<file path="config.mk">
export PLATFORM = sky130hd
export DESIGN_NAME = fetch_stage_flat
export DESIGN_NICKNAME = d
export VERILOG_FILES = /design/src/rtl/fetch_stage_pkg.sv /design/src/rtl/fetch_stage_if.sv /design/src/rtl/fetch_next_pc.sv /design/src/rtl/fetch_stage.sv /design/src/flat_wrapper.sv
export SDC_FILE = /design/constraint.sdc
export NUM_CORES = 1
export LEC_CHECK = 0
export CAP_MARGIN = 30
export CELL_PAD_IN_SITES_DETAIL_PLACEMENT = 1
export CELL_PAD_IN_SITES_GLOBAL_PLACEMENT = 2
export CORE_MARGIN = 1
export CORE_UTILIZATION = 25
export CTS_BUF_LIST = sky130_fd_sc_hd__clkbuf_8
export CTS_CLUSTER_DIAMETER = 60
export DETAILED_ROUTE_END_ITERATION = 7
export DONT_BUFFER_PORTS = 1
export PLACE_DENSITY_LB_ADDON = 0.1
export SYNTH_ARGS = -nofsm -noshare
export SYNTH_HDL_FRONTEND = slang
export SYNTH_SLANG_ARGS = --single-unit
</file>
<file path="constraint.sdc">
create_clock -name clk -period 4.4 [get_ports clk]
set_clock_uncertainty 0.1 [all_clocks]
set_input_delay 1.1 -clock clk [delete_from_list [all_inputs] [get_ports clk]]
set_output_delay 1.1 -clock clk [all_outputs]
set_load 0.1 [all_outputs]
</file>
<file path="src/rtl/fetch_stage_pkg.sv">
// Shared CPU definitions used by the instruction fetch stage and its neighbours.
package fetch_stage_pkg;

    localparam int unsigned XLEN = 32;

    // Instruction word loaded into the IF/DOF register for a bubble.
    localparam logic [XLEN-1:0] NOP_WORD = 32'h0000_0000;

    // Branch select from EX.
    typedef enum logic [1:0] {
        BS_NONE   = 2'b00,
        BS_COND   = 2'b01,
        BS_UNCOND = 2'b10,
        BS_JUMP   = 2'b11
    } bs_e;

    // Fetch FSM: one boot cycle after reset, then run until the next reset.
    typedef enum logic {
        BOOT = 1'b0,
        RUN  = 1'b1
    } fetch_state_e;

    // IF/DOF pipeline register payload.
    typedef struct packed {
        logic [XLEN-1:0] ir;
        logic [XLEN-1:0] pc_1;
        logic            valid;
    } ifdof_t;

endpackage

</file>
<file path="src/rtl/fetch_stage_if.sv">
// Fetch stage bus: EX redirect, hazard stall, instruction memory and IF/DOF outputs.
interface fetch_stage_if
    import fetch_stage_pkg::*;
#(
    parameter int unsigned CNT_WIDTH = 16
) ();

    logic                 stall;
    bs_e                  BS;
    logic                 PS;
    logic                 Z;
    logic [XLEN-1:0]      BrA;
    logic [XLEN-1:0]      RAA;
    logic [XLEN-1:0]      imem_data;
    logic                 imem_ready;
    logic [XLEN-1:0]      imem_addr;
    logic [XLEN-1:0]      IR_out;
    logic [XLEN-1:0]      PC_1_out;
    logic                 valid_out;
    logic                 squash;
    logic [CNT_WIDTH-1:0] bubble_cnt;

    // Fetch stage side.
    modport master (
        input  stall, BS, PS, Z, BrA, RAA, imem_data, imem_ready,
        output imem_addr, IR_out, PC_1_out, valid_out, squash, bubble_cnt
    );

    // Pipeline / memory side.
    modport slave (
        output stall, BS, PS, Z, BrA, RAA, imem_data, imem_ready,
        input  imem_addr, IR_out, PC_1_out, valid_out, squash, bubble_cnt
    );

endinterface

</file>
<file path="src/rtl/fetch_next_pc.sv">
// Redirect resolution and sequential PC increment for the fetch stage.
module fetch_next_pc
    import fetch_stage_pkg::*;
(
    input  logic [XLEN-1:0] pc_i,
    input  bs_e             bs_i,
    input  logic            ps_i,
    input  logic            z_i,
    input  logic [XLEN-1:0] bra_i,
    input  logic [XLEN-1:0] raa_i,
    output logic            taken_o,
    output logic [XLEN-1:0] target_o,
    output logic [XLEN-1:0] pc_plus1_o
);

    // Conditional branch taken when Z differs from the polarity bit.
    assign taken_o = ((bs_i == BS_COND) && (z_i ^ ps_i))
                   || (bs_i == BS_UNCOND)
                   || (bs_i == BS_JUMP);

    // Register jumps use RAA, all branches use BrA.
    assign target_o = (bs_i == BS_JUMP) ? raa_i : bra_i;

    // Modulo-2^32 increment; wrap is silent.
    assign pc_plus1_o = pc_i + XLEN'(1);

endmodule

</file>
<file path="src/rtl/fetch_stage.sv">
// Instruction fetch stage: PC register, IF/DOF pipeline register and bubble counter.
module fetch_stage
    import fetch_stage_pkg::*;
#(
    parameter logic [XLEN-1:0] RESET_PC  = 32'h0000_0000,
    parameter int unsigned     CNT_WIDTH = 16
) (
    input  logic          clk,
    input  logic          rst_n,
    fetch_stage_if.master bus
);

    localparam ifdof_t BUBBLE = '{ir: NOP_WORD, pc_1: '0, valid: 1'b0};

    fetch_state_e         state_q, state_d;
    logic [XLEN-1:0]      pc_q, pc_d;
    ifdof_t               ifdof_q, ifdof_d;
    logic [CNT_WIDTH-1:0] cnt_q, cnt_d;

    logic                 taken_c;
    logic [XLEN-1:0]      target_c;
    logic [XLEN-1:0]      pc_plus1_c;
    logic [CNT_WIDTH-1:0] cnt_inc_c;

    fetch_next_pc u_next_pc (
        .pc_i       (pc_q),
        .bs_i       (bus.BS),
        .ps_i       (bus.PS),
        .z_i        (bus.Z),
        .bra_i      (bus.BrA),
        .raa_i      (bus.RAA),
        .taken_o    (taken_c),
        .target_o   (target_c),
        .pc_plus1_o (pc_plus1_c)
    );

    // Bubble counter sticks at all-ones.
    assign cnt_inc_c = (cnt_q == '1) ? cnt_q : cnt_q + CNT_WIDTH'(1);

    // Next-state: redirect beats stall beats memory wait beats sequential fetch.
    always_comb begin
        state_d = state_q;
        pc_d    = pc_q;
        ifdof_d = ifdof_q;
        cnt_d   = cnt_q;
        unique case (state_q)
            BOOT: begin
                state_d = RUN;
                pc_d    = RESET_PC;
                ifdof_d = BUBBLE;
            end
            RUN: begin
                if (taken_c) begin
                    pc_d    = target_c;
                    ifdof_d = BUBBLE;
                    cnt_d   = cnt_inc_c;
                end else if (bus.stall) begin
                    pc_d    = pc_q;
                end else if (!bus.imem_ready) begin
                    ifdof_d = BUBBLE;
                    cnt_d   = cnt_inc_c;
                end else begin
                    pc_d    = pc_plus1_c;
                    ifdof_d = '{ir: bus.imem_data, pc_1: pc_plus1_c, valid: 1'b1};
                end
            end
            default: state_d = BOOT;
        endcase
    end

    // State and pipeline registers.
    always_ff @(posedge clk or negedge rst_n) begin
        if (!rst_n) begin
            state_q <= BOOT;
            pc_q    <= RESET_PC;
            ifdof_q <= BUBBLE;
            cnt_q   <= '0;
        end else begin
            state_q <= state_d;
            pc_q    <= pc_d;
            ifdof_q <= ifdof_d;
            cnt_q   <= cnt_d;
        end
    end

    assign bus.imem_addr  = pc_q;
    assign bus.IR_out     = ifdof_q.ir;
    assign bus.PC_1_out   = ifdof_q.pc_1;
    assign bus.valid_out  = ifdof_q.valid;
    assign bus.bubble_cnt = cnt_q;
    // Redirects only act once the pipeline is running.
    assign bus.squash     = taken_c && (state_q == RUN);

endmodule

</file>
<file path="src/flat_wrapper.sv">
// flat-port wrapper written by rule: the top's interface ports become plain ports
module fetch_stage_flat import fetch_stage_pkg::*;
#(
    parameter logic [XLEN-1:0] RESET_PC  = 32'h0000_0000,
    parameter int unsigned     CNT_WIDTH = 16
)
  (clk, rst_n, bus_stall, bus_BS, bus_PS, bus_Z, bus_BrA, bus_RAA, bus_imem_data, bus_imem_ready, bus_imem_addr, bus_IR_out, bus_PC_1_out, bus_valid_out, bus_squash, bus_bubble_cnt);
  fetch_stage_if #(.CNT_WIDTH(CNT_WIDTH)) bus_i ();
  input  logic clk;
  input  logic rst_n;
  input wire logic [$bits(bus_i.stall)-1:0] bus_stall;
  input wire logic [$bits(bus_i.BS)-1:0] bus_BS;
  input wire logic [$bits(bus_i.PS)-1:0] bus_PS;
  input wire logic [$bits(bus_i.Z)-1:0] bus_Z;
  input wire logic [$bits(bus_i.BrA)-1:0] bus_BrA;
  input wire logic [$bits(bus_i.RAA)-1:0] bus_RAA;
  input wire logic [$bits(bus_i.imem_data)-1:0] bus_imem_data;
  input wire logic [$bits(bus_i.imem_ready)-1:0] bus_imem_ready;
  output wire logic [$bits(bus_i.imem_addr)-1:0] bus_imem_addr;
  output wire logic [$bits(bus_i.IR_out)-1:0] bus_IR_out;
  output wire logic [$bits(bus_i.PC_1_out)-1:0] bus_PC_1_out;
  output wire logic [$bits(bus_i.valid_out)-1:0] bus_valid_out;
  output wire logic [$bits(bus_i.squash)-1:0] bus_squash;
  output wire logic [$bits(bus_i.bubble_cnt)-1:0] bus_bubble_cnt;
  assign bus_i.stall = bus_stall;
  assign bus_i.BS = bus_BS;
  assign bus_i.PS = bus_PS;
  assign bus_i.Z = bus_Z;
  assign bus_i.BrA = bus_BrA;
  assign bus_i.RAA = bus_RAA;
  assign bus_i.imem_data = bus_imem_data;
  assign bus_i.imem_ready = bus_imem_ready;
  assign bus_imem_addr = bus_i.imem_addr;
  assign bus_IR_out = bus_i.IR_out;
  assign bus_PC_1_out = bus_i.PC_1_out;
  assign bus_valid_out = bus_i.valid_out;
  assign bus_squash = bus_i.squash;
  assign bus_bubble_cnt = bus_i.bubble_cnt;
  fetch_stage #(.RESET_PC(RESET_PC), .CNT_WIDTH(CNT_WIDTH)) u_core (.clk(clk), .rst_n(rst_n), .bus(bus_i));
endmodule
</file>
==> key figures <==
Worst setup path
  – Critical path cell sequence: xor2_1 -> buf_4 -> a21o_1 -> nand2_1 -> inv_1 -> buf_4
  – Crit Path Category: input pin to primary output
  – Worst path bufs/invs: 3
  – R2r startpoint: u_core.bus.imem_addr[1]
  – Most numerous cell on the critical path: buf_4
  – Critical Path End Type: primary output
  – CP top delay family: buffers and inverters
  – Reg2Reg Depth: 7
  – Req. time, crit path: 3.20 ns
  – Slowest cell on crit path: buf_4
  – Flop-to-flop setup slack: 1.60 ns
  – Worst stage delay on the critical path: 0.29 ns
  – CP max FO: 5
  – Worst Path Arrival: 2.04 ns
  – CP Launch Type: input pin
  – Crit. path cell count: 6
  – Critical path launch point: bus_PS

Synth
  – Syn nets: 709
  – Ys async rst share: 100%
  – Top cells by area, synth: dfrtp_1 48%, a22o_1 5.9%, xnor2_1 4.8%, o21ai_0 4.4%, nand2_1 4.2%
  – Top_reg_cell synth: dfrtp_1
  – Top-count cell post-synth: dfrtp_1
  – Avg Cell Area, Syn: 9.90 um^2
  – Synth cell types: 55
  – Synthesized instance count: 603
  – Synthesis Warnings: 0
  – Mux share of post-synthesis cell area: 4.40%
  – Synth Area in Compound Gates: 19.4%
  – Xor-xnor portion of the synthesized cell area: 8.80%
  – EDFF count, synth: 0
  – #FFs+latches synth: 114
  – Synth area leader: dfrtp_1
  – Post-synth top cells: 114 x dfrtp_1, 67 x nand2_1, 52 x o21ai_0
  – Adder-Cell Fraction of Synth Area: 0.419%
  – Mapped Area: 0.00597 mm^2
  – Simple-gate area share of the yosys netlist: 15.4%
  – Post-synth top area share: 47.8%
  – Main combinational cell family by area after synthesis: compound AO/OA/AOI/OAI gates
  – Register area share after synthesis: 47.8%

Routing
  – Routed vias/inst: 5.16
  – Vias: 4998
  – Residual DRC: 0
  – 1st-pass router iterations: 4
  – Wire per inst: 22.0 um
  – DRT antenna net count: 0
  – 1st-iter DRT viols: 238
  – WL final: 21.3 mm

STA
  – Final setup TNS: 0 ns
  – Final hold violations: 0
  – Setup violators final: 0
  – Worst-Margin Slew: 1.03 ns
  – FMAX: 309 MHz
  – Final worst path period need: 3.24 ns
  – Final Max Slew Viols: 0
  – RSZ-0062 raised after global routing: false
  – Worst hold slack: 0.248 ns
  – Slew headroom: 31.5%
  – Fin crit share: 73.6%

CTS
  – H-tree depth: 4
  – CTS Buffer Depth: 2
  – Hold Buf Count CTS: 0
  – Num Clock Sinks: 114
  – Cts bufs inserted: 17
  – CTS tree: yes
  – Postcts setup bufs: 0
  – Clk Latency, worst-skew pair: 0.44 ns
  – Root Buffer: clkbuf_8
  – Reg clk slew, reported paths: 0.07 ns
  – Cells resized by post-CTS repair: 0

Layout
  – Final Cell Area: 0.00713 mm^2
  – Sequential cell area: 0.00285 mm^2
  – Fraction of layout cells with a size suffix above 1: 18.7%
  – Layout Nets: 741
  – Syn-to-layout area delta: 19.3%
  – Multi-input gate area: 0.00291 mm^2
  – Filler instances: 2684
  – Core Util, Final: 30.4%

Die
  – DIE HEIGHT: 157 um
  – Starting density of the core: 25.4%
  – I/O Pins: 218
  – Die Area: 0.0245 mm^2
  – Die width: 157 um
  – Core Area: 0.0235 mm^2
  – Row count: 56

Job
  – Max cap viols: 0

Status
  – Outcome: finished clean

Pwr
  – Total power: 3.23 mW
  – Pwr dens: 454 mW/mm^2
  – Peak supply drop: 0.000252 V
  – Static leakage: 2.98 nW

Global routing
  – First-pass GRT wire length: 32.5 mm
  – Vias in the first global route: 5333
  – Initial antenna violation count: 1
  – Congestion Overflow GR: 0
  – GRT Resource Usage Total: 17.9%
  – Largest net degree at the start of global routing: 115

Place
  – Area after DPL: 0.00669 mm^2
  – Port Buffers: 0
  – Routability cong.: 0.777
  – Half-perimeter wire length after placement: 15.3 mm

Worst hold path
  – Worst Hold Class: input pin to async pin
worst paths after layout:
check                                                 end
worst max-delay path                           bus_squash
worst min-delay path                u_core.bus.IR_out[21]
worst max register to register   u_core.bus.imem_addr[26]
worst min register to register  u_core.bus.bubble_cnt[10]
max in group asynchronous         u_core.bus.PC_1_out[30]
min in group clk                u_core.bus.bubble_cnt[10]
cells by family after synthesis:
kind of cell,count (synthesis)
flip-flops,114
AO/OA/AOI/OAI,164
multiplexers,24
XOR/XNOR,60
buffers and inverters,56
AND/OR/NAND/NOR,182
other,1
adder cells (fa/ha/maj),2
placed cells by master (no fill, tap or decap), types with 4 or more instances in the layout:
| master | instances |
|---|---|
| xor2_1 | 27 |
| a31o_2 | 4 |
| clkinv_4 | 4 |
| mux2i_1 | 6 |
| o31ai_1 | 4 |
| nand4_1 | 15 |
| xnor2_1 | 33 |
| o221a_2 | 5 |
| buf_16 | 4 |
| a2bb2oi_1 | 5 |
| and3_1 | 10 |
| o22ai_1 | 5 |
| a211oi_1 | 11 |
| buf_4 | 50 |
| a21oi_1 | 13 |
| inv_1 | 14 |
| nand3_1 | 25 |
| nor3_1 | 11 |
| o21ai_0 | 52 |
| dfrtp_1 | 114 |
| nor4_1 | 9 |
| clkbuf_8 | 17 |
| a22o_1 | 40 |
| clkinv_2 | 4 |
| a21o_1 | 5 |
| o2bb2ai_1 | 4 |
| mux2_2 | 18 |
| nor2_1 | 22 |
| nand2_1 | 67 |
routing by layer:
layer / wire [um] / vias up / track usage [%]
met2: 10400 / 175 / 30.8
met4: 280 / 0 / 5.79
met3: 1610 / 17 / 5.70
met1: 9000 / 2535 / 21.0
met5: 0 / - / 0
li1: - / 2271 / -
power breakdown:
group / leakage (nW) / total [mW] / internal (mW) / switching (mW)
Sequential: 1.54 / 1.27 / 1.12 / 0.157
Combinational: 1.23 / 0.926 / 0.237 / 0.689
Clock: 0.212 / 1.04 / 0.556 / 0.479
Total: 2.98 / 3.23 / 1.91 / 1.33
worst register-to-register path, delay by kind of cell (launching register included):
family                     cells  cell delay (ns)
and+or+nand+nor                3             1.15
AOI/OAI and AO/OA              2             0.46
adders and majority gates      1             0.35
DFF                            1             0.32
buffers and inverters          1             0.32
per-stage QoR:
step,instances,setup slack [ns]
6_report,968,1.16
5_1_grt,968,1.08
4_1_cts,966,1.13
3_5_place_dp,934,0.984
3_3_place_gp,931,1.09
2_1_floorplan,603,0.682
area by class of cell:
type	instances	share of cell area (%)
antenna	1	0.0351
clock buffer	17	3.28
clock inverter	15	2.37
inverter	14	0.737
multi-input combinational	433	40.9
sequential	114	40.0
tap	319	5.60
timing repair buffer	55	7.09
registers in the layout (all words and copies together) (netlist names):
signal	cells
u_core.bus.IR_out	32
u_core.state_q	1
u_core.bus.imem_addr	32
u_core.bus.valid_out	1
u_core.bus.bubble_cnt	16
u_core.bus.PC_1_out	32
No activity file was read; power rests on OpenSTA's default activity.
